$ cat src/rtl/mem_pkg.sv
// Shared definitions for the load/store unit, the data memory and its bench.
package mem_pkg;

   localparam logic [31:0] MEM_BASE_ADDR  = 32'h8002_0000;
   localparam int unsigned MEM_SIZE_BYTES = 256;

   // Encoding of the memory read_write pin
   localparam logic MEM_READ  = 1'b1;
   localparam logic MEM_WRITE = 1'b0;

   typedef enum logic [1:0] {
      StIdle,
      StIssue,
      StResp
   } mau_state_t;

   // Range and alignment check. Byte accesses are range-checked as four bytes wide because a
   // byte store also clears the following three locations. The sum is kept in 33 bits so an
   // offset near 2^32 cannot wrap back into range.
   function automatic logic mau_req_error(input logic [31:0] addr,
                                          input logic        is_byte,
                                          input logic [31:0] base,
                                          input int unsigned bytes);
      logic [31:0] off;
      logic [32:0] top;
      logic        range_err;
      logic        align_err;
      off       = addr - base;
      top       = {1'b0, off} + 33'd3;
      range_err = (top >= 33'(bytes));
      align_err = !is_byte && (addr[1:0] != 2'b00);
      return range_err || align_err;
   endfunction

endpackage

$ cat src/rtl/load_extend.sv
// Load result formatting: word pass-through, or the low byte sign/zero-extended.
module load_extend (
   input  logic [31:0] data_i,
   input  logic        is_byte_i,
   input  logic        is_signed_i,
   output logic [31:0] data_o
);

   // Select word or extended byte
   always_comb begin
      data_o = data_i;
      if (is_byte_i) begin
         if (is_signed_i) begin
            data_o = {{24{data_i[7]}}, data_i[7:0]};
         end else begin
            data_o = {24'h00_0000, data_i[7:0]};
         end
      end
   end

endmodule

$ cat src/rtl/mem_access_unit.sv
// Load/store initiator: one request at a time, checked, issued as a single memory access.
module mem_access_unit
   import mem_pkg::*;
#(
   parameter logic [31:0] BASE_ADDR = MEM_BASE_ADDR,
   parameter int unsigned MEM_BYTES = MEM_SIZE_BYTES
) (
   input  logic        clock,
   input  logic        reset,
   input  logic        req_valid,
   output logic        req_ready,
   input  logic        req_write,
   input  logic        req_byte,
   input  logic        req_signed,
   input  logic [31:0] req_addr,
   input  logic [31:0] req_wdata,
   output logic        resp_valid,
   input  logic        resp_ready,
   output logic [31:0] resp_rdata,
   output logic        resp_error,
   output logic [31:0] mem_address,
   output logic [31:0] mem_data_in,
   input  logic [31:0] mem_data_out,
   output logic        mem_read_write,
   output logic        mem_enable,
   output logic        mem_isByte
);

   mau_state_t  state_q, state_d;
   logic [31:0] addr_q, addr_d;
   logic [31:0] wdata_q, wdata_d;
   logic        write_q, write_d;
   logic        byte_q, byte_d;
   logic        signed_q, signed_d;
   logic [31:0] rdata_q, rdata_d;
   logic        error_q, error_d;

   logic        req_err;
   logic [31:0] load_data;

   assign req_err = mau_req_error(req_addr, req_byte, BASE_ADDR, MEM_BYTES);

   load_extend u_load_extend (
      .data_i     (mem_data_out),
      .is_byte_i  (byte_q),
      .is_signed_i(signed_q),
      .data_o     (load_data)
   );

   // State register
   always_ff @(posedge clock) begin
      if (reset) begin
         state_q <= StIdle;
      end else begin
         state_q <= state_d;
      end
   end

   // Next-state decode
   always_comb begin
      state_d = state_q;
      unique case (state_q)
         StIdle: begin
            if (req_valid) begin
               state_d = req_err ? StResp : StIssue;
            end
         end
         StIssue: state_d = StResp;
         StResp: begin
            if (resp_ready) begin
               state_d = StIdle;
            end
         end
         default: state_d = StIdle;
      endcase
   end

   // Request latch and response capture
   always_ff @(posedge clock) begin
      if (reset) begin
         addr_q   <= '0;
         wdata_q  <= '0;
         write_q  <= 1'b0;
         byte_q   <= 1'b0;
         signed_q <= 1'b0;
         rdata_q  <= '0;
         error_q  <= 1'b0;
      end else begin
         addr_q   <= addr_d;
         wdata_q  <= wdata_d;
         write_q  <= write_d;
         byte_q   <= byte_d;
         signed_q <= signed_d;
         rdata_q  <= rdata_d;
         error_q  <= error_d;
      end
   end

   // Latch on acceptance; capture load data on the closing edge of ISSUE
   always_comb begin
      addr_d   = addr_q;
      wdata_d  = wdata_q;
      write_d  = write_q;
      byte_d   = byte_q;
      signed_d = signed_q;
      rdata_d  = rdata_q;
      error_d  = error_q;
      if (state_q == StIdle && req_valid) begin
         addr_d   = req_addr;
         wdata_d  = req_wdata;
         write_d  = req_write;
         byte_d   = req_byte;
         signed_d = req_signed;
         rdata_d  = '0;
         error_d  = req_err;
      end else if (state_q == StIssue) begin
         rdata_d = write_q ? 32'h0000_0000 : load_data;
         error_d = 1'b0;
      end
   end

   // Output decode from registered state only; reset forces the idle values
   always_comb begin
      req_ready      = 1'b0;
      resp_valid     = 1'b0;
      resp_rdata     = '0;
      resp_error     = 1'b0;
      mem_enable     = 1'b0;
      mem_read_write = MEM_READ;
      mem_isByte     = 1'b0;
      mem_address    = '0;
      mem_data_in    = '0;
      if (reset) begin
         req_ready = 1'b1;
      end else begin
         unique case (state_q)
            StIdle: req_ready = 1'b1;
            StIssue: begin
               mem_enable     = 1'b1;
               mem_address    = addr_q;
               mem_isByte     = byte_q;
               mem_read_write = write_q ? MEM_WRITE : MEM_READ;
               if (write_q) begin
                  // Byte stores travel in the top byte lane of data_in
                  mem_data_in = byte_q ? {wdata_q[7:0], 24'h00_0000} : wdata_q;
               end
            end
            StResp: begin
               resp_valid = 1'b1;
               resp_rdata = rdata_q;
               resp_error = error_q;
            end
            default: req_ready = 1'b0;
         endcase
      end
   end

endmodule

$ cat config.mk
export PLATFORM = sky130hd
export DESIGN_NAME = mem_access_unit
export DESIGN_NICKNAME = d
export VERILOG_FILES = /design/src/rtl/mem_pkg.sv /design/src/rtl/load_extend.sv /design/src/rtl/mem_access_unit.sv
export SDC_FILE = /design/constraint.sdc
export NUM_CORES = 1
export LEC_CHECK = 0
export ABC_AREA = 1
export ABC_CLOCK_PERIOD_IN_PS = 2300
export CAP_MARGIN = 10
export CORE_ASPECT_RATIO = 0.9
export CORE_MARGIN = 2
export CORE_UTILIZATION = 40
export DETAILED_ROUTE_END_ITERATION = 8
export PLACE_DENSITY = 0.84
export REMOVE_ABC_BUFFERS = 1
export SYNTH_ARGS = -nofsm -noshare
export SYNTH_HDL_FRONTEND = slang
export SYNTH_SLANG_ARGS = --single-unit
$ cat constraint.sdc
create_clock -name clock -period 2.3 [get_ports clock]
set_input_delay 0.23 -clock clock [delete_from_list [all_inputs] [get_ports clock]]
set_output_delay 0.23 -clock clock [all_outputs]
set_load 0.01 [all_outputs]
Word level (Yosys, flattened, before mapping)
Index checks and enable logic that the tools add are counted.
{"block": "totals", "ff_bits": 102, "in_bits": 103}
{"block": "classes", "n_mux": 30, "magnitude_cmp": 1, "reduce_logical": 9, "eq_ne": 4, "addsub": 2}
{"cell": "$mux W32", "count": 11}
{"cell": "$add A32 B2 Y33 const B", "count": 1}
{"cell": "$ge A33 B9 Y1 const B", "count": 1}
{"cell": "$sub A32 B32 Y32 const B", "count": 1}
{"cell": "$mux W1", "count": 15}
{"cell": "$mux W2", "count": 3}
{"cell": "$pmux W2 S3", "count": 1}
{"cell": "$ne A2 B2 Y1 const B", "count": 2}
{"cell": "$reduce_bool A2 Y1", "count": 2}
{"cell": "$eq A2 B1 Y1 const B", "count": 1}
{"cell": "$eq A2 B2 Y1 const B", "count": 1}
{"cell": "$logic_and A1 B1 Y1", "count": 2}
{"cell": "$logic_not A2 Y1", "count": 1}
{"cell": "$reduce_and A2 Y1", "count": 1}
{"cell": "$reduce_or A2 Y1", "count": 1}
{"cell": "$logic_not A1 Y1", "count": 1}
{"cell": "$logic_or A1 B1 Y1", "count": 1}

Depth between registers and ports, before layout
{"block": "depth", "ltp_word": 7, "depth_mapped": 19, "depth_no_buf": 19}

Cells and area by module
From an unflattened synthesis, not the netlist that was laid out.
{"block": "hier_totals", "cells_unflattened": 1072, "hier_area_um2": 6302.3}
{"module": "mem_access_unit", "seq_area_each_um2": 2042.0, "cells_per_inst": 1010, "area_each_um2": 5990.7, "instances": 1}
{"module": "load_extend", "seq_area_each_um2": 0.0, "cells_per_inst": 62, "area_each_um2": 311.5, "instances": 1}

Least setup slack after synthesis
Ideal clock, no wire load.
{"block": "synth_timing", "path_type": "input-to-reg", "start": "input req_addr[17]", "end": "register error_q", "cell_stages": 17, "n_path_buf": 0, "setup_time_ns": 0.112, "setup_slack_ns": 0.294, "arrival_ns": 1.894, "path_cell_list": "inv_2 -> ha_1 -> nand2_1 -> inv_1 -> nand2_2 -> nand2_4 -> nand2_4 -> nor3b_2 -> nand2_1 -> nand2_1 -> nand2_1 -> nor2_2 -> nand2_1 -> nor2_2 -> nand3_2 -> o21ai_2 -> inv_1"}
{"block": "synth_between", "elab_chain_len": 5}
{"element": "start: declaration", "line": "mem_access_unit.sv:15", "source": "input logic [31:0] req_addr,"}
{"element": "$sub A32 B32 Y32", "line": "mem_pkg.sv:28", "source": "off = addr - base;"}
{"element": "$add A32 B2 Y33", "line": "mem_pkg.sv:29", "source": "top = {1'b0, off} + 33'd3;"}
{"element": "$ge A33 B9 Y1", "line": "mem_pkg.sv:30", "source": "range_err = (top >= 33'(bytes));"}
{"element": "$logic_or A1 B1 Y1", "line": "mem_pkg.sv:32", "source": "return range_err || align_err;"}
{"element": "$mux W1", "line": "mem_access_unit.sv:108", "source": "if (state_q == StIdle && req_valid) begin"}
{"element": "end signal: assignment", "line": "mem_access_unit.sv:95", "source": "error_q <= error_d;"}
{"element": "end: declaration", "line": "mem_access_unit.sv:36", "source": "logic error_q, error_d;"}
Every way passes these cells.
A chain may end at the register's enable or synchronous reset.

Worst setup path after layout
{"block": "layout_timing", "start": "register state_q[0]", "end": "output mem_data_in[5]"}
{"block": "layout_between", "elab_chain_len": 3}
{"element": "start: declaration", "line": "mem_access_unit.sv:29", "source": "mau_state_t state_q, state_d;"}
{"element": "start signal: assignment", "line": "mem_access_unit.sv:53", "source": "state_q <= StIdle;"}
{"element": "start signal: assignment", "line": "mem_access_unit.sv:55", "source": "state_q <= state_d;"}
{"element": "$eq A2 B1 Y1", "line": "mem_access_unit.sv:136", "source": "unique case (state_q)"}
{"element": "$mux W32", "line": "mem_access_unit.sv:136"}
{"element": "$mux W32", "line": "mem_access_unit.sv:133", "source": "if (reset) begin"}
{"element": "end: declaration", "line": "mem_access_unit.sv:22", "source": "output logic [31:0] mem_data_in,"}
Every way passes these cells.

==> impl_results.html <==
<table>
<tr><th>Metric</th><th>Value</th></tr>
<tr><th colspan="2">STA</th></tr>
<tr><td>Final worst path period need</td><td>2180 ps</td></tr>
<tr><td>Count of endpoints failing setup in the final report</td><td>0</td></tr>
<tr><td>Layout Skew</td><td>5.05 ps</td></tr>
<tr><td>Final Cycle Share</td><td>0.947</td></tr>
<tr><td>Worst setup margin</td><td>122 ps</td></tr>
<tr><td>Min Hold Slack</td><td>315 ps</td></tr>
<tr><td>Fmax</td><td>459 MHz</td></tr>
<tr><td>Max-Slew Margin vs Limit</td><td>0.634</td></tr>
<tr><td>Hold violation count in the final report</td><td>0</td></tr>
<tr><td>Measured slew at the worst slew-check pin</td><td>548 ps</td></tr>
<tr><td>Summed negative setup slack over all endpoints</td><td>0 ps</td></tr>
<tr><td>Final Max Tran Viols</td><td>0</td></tr>
<tr><th colspan="2">Synth</th></tr>
<tr><td>Most instantiated cells after synthesis</td><td>223 x sky130_fd_sc_hd__nand2_1, 170 x sky130_fd_sc_hd__nor2_1, 122 x sky130_fd_sc_hd__inv_1</td></tr>
<tr><td>Asr flop ratio synth</td><td>0</td></tr>
<tr><td>Share of synthesized cell area in and, or, nand and nor gates</td><td>0.372</td></tr>
<tr><td>Part of the Yosys area used for sequential elements</td><td>0.339</td></tr>
<tr><td>Number of synthesized flops with an enable pin</td><td>0</td></tr>
<tr><td>Yosys synthesis warning count</td><td>0</td></tr>
<tr><td>Synth top area share</td><td>0.339</td></tr>
<tr><td>Cells taking the most area after synthesis</td><td>sky130_fd_sc_hd__dfxtp_1 34%, sky130_fd_sc_hd__nand2_1 14%, sky130_fd_sc_hd__nor2_1 11%</td></tr>
<tr><td>Post-Syn Area</td><td>6020 sq um</td></tr>
<tr><td>Top-count cell post-synth</td><td>sky130_fd_sc_hd__nand2_1</td></tr>
<tr><td>Top_reg_cell synth</td><td>sky130_fd_sc_hd__dfxtp_1</td></tr>
<tr><td>Largest family of logic cells by synthesized area</td><td>simple AND/OR/NAND/NOR gates</td></tr>
<tr><td>Cell count after synthesis</td><td>983</td></tr>
<tr><td>Post-synthesis adder-cell area fraction</td><td>0.00208</td></tr>
<tr><td>Compound-cell area share of the yosys netlist</td><td>0.169</td></tr>
<tr><td>Cell type with the highest aggregate area in the netlist</td><td>sky130_fd_sc_hd__dfxtp_1</td></tr>
<tr><td>Mux contribution to synthesized area</td><td>0</td></tr>
<tr><td>Flop and latch count out of synthesis</td><td>102</td></tr>
<tr><td>Post-synthesis cell type count</td><td>32</td></tr>
<tr><td>Synthesized-area fraction occupied by xor and xnor cells</td><td>0.00291</td></tr>
<tr><td>Avg Cell Area, Syn</td><td>6.12 sq um</td></tr>
<tr><th colspan="2">Flow run</th></tr>
<tr><td>Number of max-cap violations</td><td>0</td></tr>
<tr><th colspan="2">Clock tree</th></tr>
<tr><td>Setup bufs post-CTS</td><td>0</td></tr>
<tr><td>Max Buffers Root-to-Sink</td><td>2</td></tr>
<tr><td>Clock latency on the worst-skew pair</td><td>350 ps</td></tr>
<tr><td>Number of buffers created by CTS</td><td>9</td></tr>
<tr><td>Register clock-pin slew on the reported worst setup and hold paths</td><td>70 ps</td></tr>
<tr><td>Number of H-tree levels</td><td>3</td></tr>
<tr><td>Root buf cell</td><td>sky130_fd_sc_hd__clkbuf_16</td></tr>
<tr><td>TritonCTS clock tree</td><td>done</td></tr>
<tr><td>Total number of clock tree sinks</td><td>102</td></tr>
<tr><th colspan="2">Floorplan</th></tr>
<tr><td>Die height</td><td>120 microns</td></tr>
<tr><td>DIE WIDTH</td><td>133 microns</td></tr>
<tr><td>Die area</td><td>16100 sq um</td></tr>
<tr><td>Area of the core</td><td>14700 sq um</td></tr>
<tr><td>I/O pin count</td><td>205</td></tr>
<tr><td>Initial Utilization</td><td>0.409</td></tr>
<tr><td>Count of standard-cell rows</td><td>42</td></tr>
<tr><th colspan="2">Finish</th></tr>
<tr><td>Number of nets in the final layout</td><td>1345</td></tr>
<tr><td>Fin cells</td><td>1444</td></tr>
<tr><td>Area Growth Syn to Fin</td><td>52.3%</td></tr>
<tr><td>Number of antenna repair diodes</td><td>0</td></tr>
<tr><td>Share of layout cells above drive strength 1</td><td>0.148</td></tr>
<tr><th colspan="2">Global route</th></tr>
<tr><td>Maximum number of pins on one net before global-route repair</td><td>39</td></tr>
<tr><td>Global-route wire length before repair</td><td>30.7 mm</td></tr>
<tr><td>Number of global-route vias before repair</td><td>6404</td></tr>
<tr><td>Global routing usage summed across all routing layers</td><td>0.235</td></tr>
<tr><td>Number of antenna violations at the first check in global routing</td><td>0</td></tr>
<tr><td>Global-route congestion overflow total</td><td>0</td></tr>
<tr><th colspan="2">Hold path</th></tr>
<tr><td>Hold Path End</td><td>addr_q[20]$_SDFFE_PP0P_</td></tr>
<tr><td>HP Start</td><td>req_addr[20]</td></tr>
<tr><td>Hold Path Depth</td><td>3</td></tr>
<tr><td>Worst Hold Class</td><td>input port to register</td></tr>
<tr><th colspan="2">Place</th></tr>
<tr><td>Final Wtd Congestion</td><td>0.902</td></tr>
<tr><td>Number of buffer cells added on primary ports</td><td>204</td></tr>
<tr><td>Place WS</td><td>-268 ps</td></tr>
<tr><td>Cell count after placement</td><td>1428</td></tr>
<tr><td>Hpwl dp</td><td>14.6 mm</td></tr>
<tr><th colspan="2">Critical path</th></tr>
<tr><td>Beginning of the worst register-to-register path</td><td>state_q[0]$_SDFFE_PP0P_</td></tr>
<tr><td>Slack of the worst reg-to-reg path</td><td>610 ps</td></tr>
<tr><td>Kind of start point of the critical path</td><td>register</td></tr>
<tr><td>Crit-path slowest cell</td><td>sky130_fd_sc_hd__dfxtp_1</td></tr>
<tr><td>CP required</td><td>2070 ps</td></tr>
<tr><td>Crit path max fanout</td><td>12</td></tr>
<tr><td>Cell Chain, Critical Path</td><td>inv_1, nor2_4, inv_2, nor2_2, inv_1, nor2_4, nand2_1, buf_4, nor2_1, clkdlybuf4s15_1</td></tr>
<tr><td>Largest incremental delay on the critical path</td><td>360 ps</td></tr>
<tr><td>Startpoint-to-endpoint class of the critical path</td><td>register to primary output</td></tr>
<tr><td>Reg2reg end</td><td>rdata_q[23]$_SDFFE_PP0P_</td></tr>
<tr><td>Critical path endpoint category</td><td>primary output</td></tr>
<tr><td>R2R depth</td><td>8</td></tr>
<tr><td>Critical path data arrival time</td><td>1950 ps</td></tr>
<tr><th colspan="2">Power and ir drop</th></tr>
<tr><td>Design Power</td><td>4.32 mW</td></tr>
<tr><td>Maximum vdd ir drop</td><td>0.000361 V</td></tr>
<tr><td>Power density over cell area</td><td>471 nW/um^2</td></tr>
<tr><td>Leak Pwr</td><td>3.90 nW</td></tr>
<tr><th colspan="2">Routing</th></tr>
<tr><td>Count of vias placed by the detailed router</td><td>6937</td></tr>
<tr><td>Number of antenna-violating nets in the routed design</td><td>0</td></tr>
<tr><td>Total length of routed wires</td><td>19.3 mm</td></tr>
<tr><td>Post-detailed-route wirelength per cell</td><td>13.4 microns</td></tr>
<tr><td>DR iter-0 viols</td><td>358</td></tr>
<tr><td>Number of iterations in the first detailed-routing pass</td><td>6</td></tr>
<tr><td>Detailed-route DRC error count</td><td>0</td></tr>
<tr><td>Number of vias per cell</td><td>4.80</td></tr>
<tr><th colspan="2">Outcome</th></tr>
<tr><td>Status</td><td>finished clean</td></tr>
</table>
[flip-flops by register name, indices dropped and copies added, names as in the netlist]
signal / flops
addr_q: 32
byte_q: 1
error_q: 1
rdata_q: 32
signed_q: 1
state_q: 2
wdata_q: 32
write_q: 1
[metal layers]
metal / track usage / vias to the layer above / share of wire
li1: - / 3577 / -
met1: 0.309 / 3098 / 0.46
met2: 0.386 / 241 / 0.45
met3: 0.0600 / 21 / 0.072
met4: 0.0585 / 0 / 0.012
met5: 0 / - / 0
[how the worst max path moves through the flow]
stage | startpoint | end | slack, ps | depth (start not counted)
floorplan | state_q[1]$_SDFFE_PP0P_ | rdata_q[0]$_SDFFE_PP0P_ | -2520 | 6
global placement | req_addr[17] | error_q$_SDFFE_PP0P_ | -180 | 17
detailed placement | req_addr[18] | error_q$_SDFFE_PP0P_ | -270 | 18
CTS | state_q[0]$_SDFFE_PP0P_ | mem_read_write | 20 | 9
global route | req_addr[18] | error_q$_SDFFE_PP0P_ | -2 | 16
finish | state_q[0]$_SDFFE_PP0P_ | mem_data_in[5] | 120 | 10
[cells by family (layout without fill, tap and decap cells)]
group,after synthesis,after routing
compound gates,200,200
simple gates,501,501
fa+ha+maj,1,1
buf+inv,177,440
flops,102,102
xor+xnor,2,2
[worst max-delay path, delay by kind of cell (launching register included)]
family / cells / cell delay (ps)
DFF: 1 / 360
buffers and inverters: 5 / 690
and+or+nand+nor: 5 / 540
[area by class of cell]
type	count	area, sq um
repair buffers	292	2720
flip-flops and latches	102	2040
clock buffers	10	239
multi-input cells	704	3350
well taps	198	248
fillers	1348	5550
clock inverters	6	75.1
inverters	132	495
[power by group]
part / leakage [nW] / switching, mW / internal, mW / total [mW]
logic: 2.91 / 0.410 / 0.366 / 0.775
registers: 0.838 / 0.0429 / 1.86 / 1.91
clock network: 0.152 / 0.746 / 0.892 / 1.64
total: 3.90 / 1.20 / 3.12 / 4.32
[placed cells by master, fill, tap and decap left out, drive strengths merged]
cell / n
nand2: 248
nor2: 194
clkdlybuf4s50: 165
inv: 133
dfxtp: 102
o21ai: 100
a21oi: 99
buf: 88
nand3: 41
dlygate4sd2: 26
clkbuf: 13
nand4: 9
dlymetal6s2s: 7
nand3b: 3
clkdlybuf4s15: 3
clkinv: 3
nor3: 3
and2: 1
xor2: 1
o21bai: 1
nor3b: 1
xnor2: 1
nand2b: 1
ha: 1
bufinv: 1
clkinvlp: 1
[repair_timing]
| action | 4_1_cts | 5_1_grt |
|---|---|---|
| pin swaps | 0 | 2 |
| endpoints found under the hold margin | 0 | 0 |
| hold buffers | 0 | 0 |
| setup endpoints to repair | 36 | 35 |
| gates resized for setup | 35 | 29 |
[stage by stage]
| step | util | instance area, sq um |
|---|---|---|
| floorplan | - | 5820 |
| global placement | 0.600 | 8820 |
| detailed placement | 0.600 | 8820 |
| CTS | 0.619 | 9100 |
| global route | 0.623 | 9170 |
| finish | 0.623 | 9170 |
Note: power is estimated with default switching activity, not from simulation.
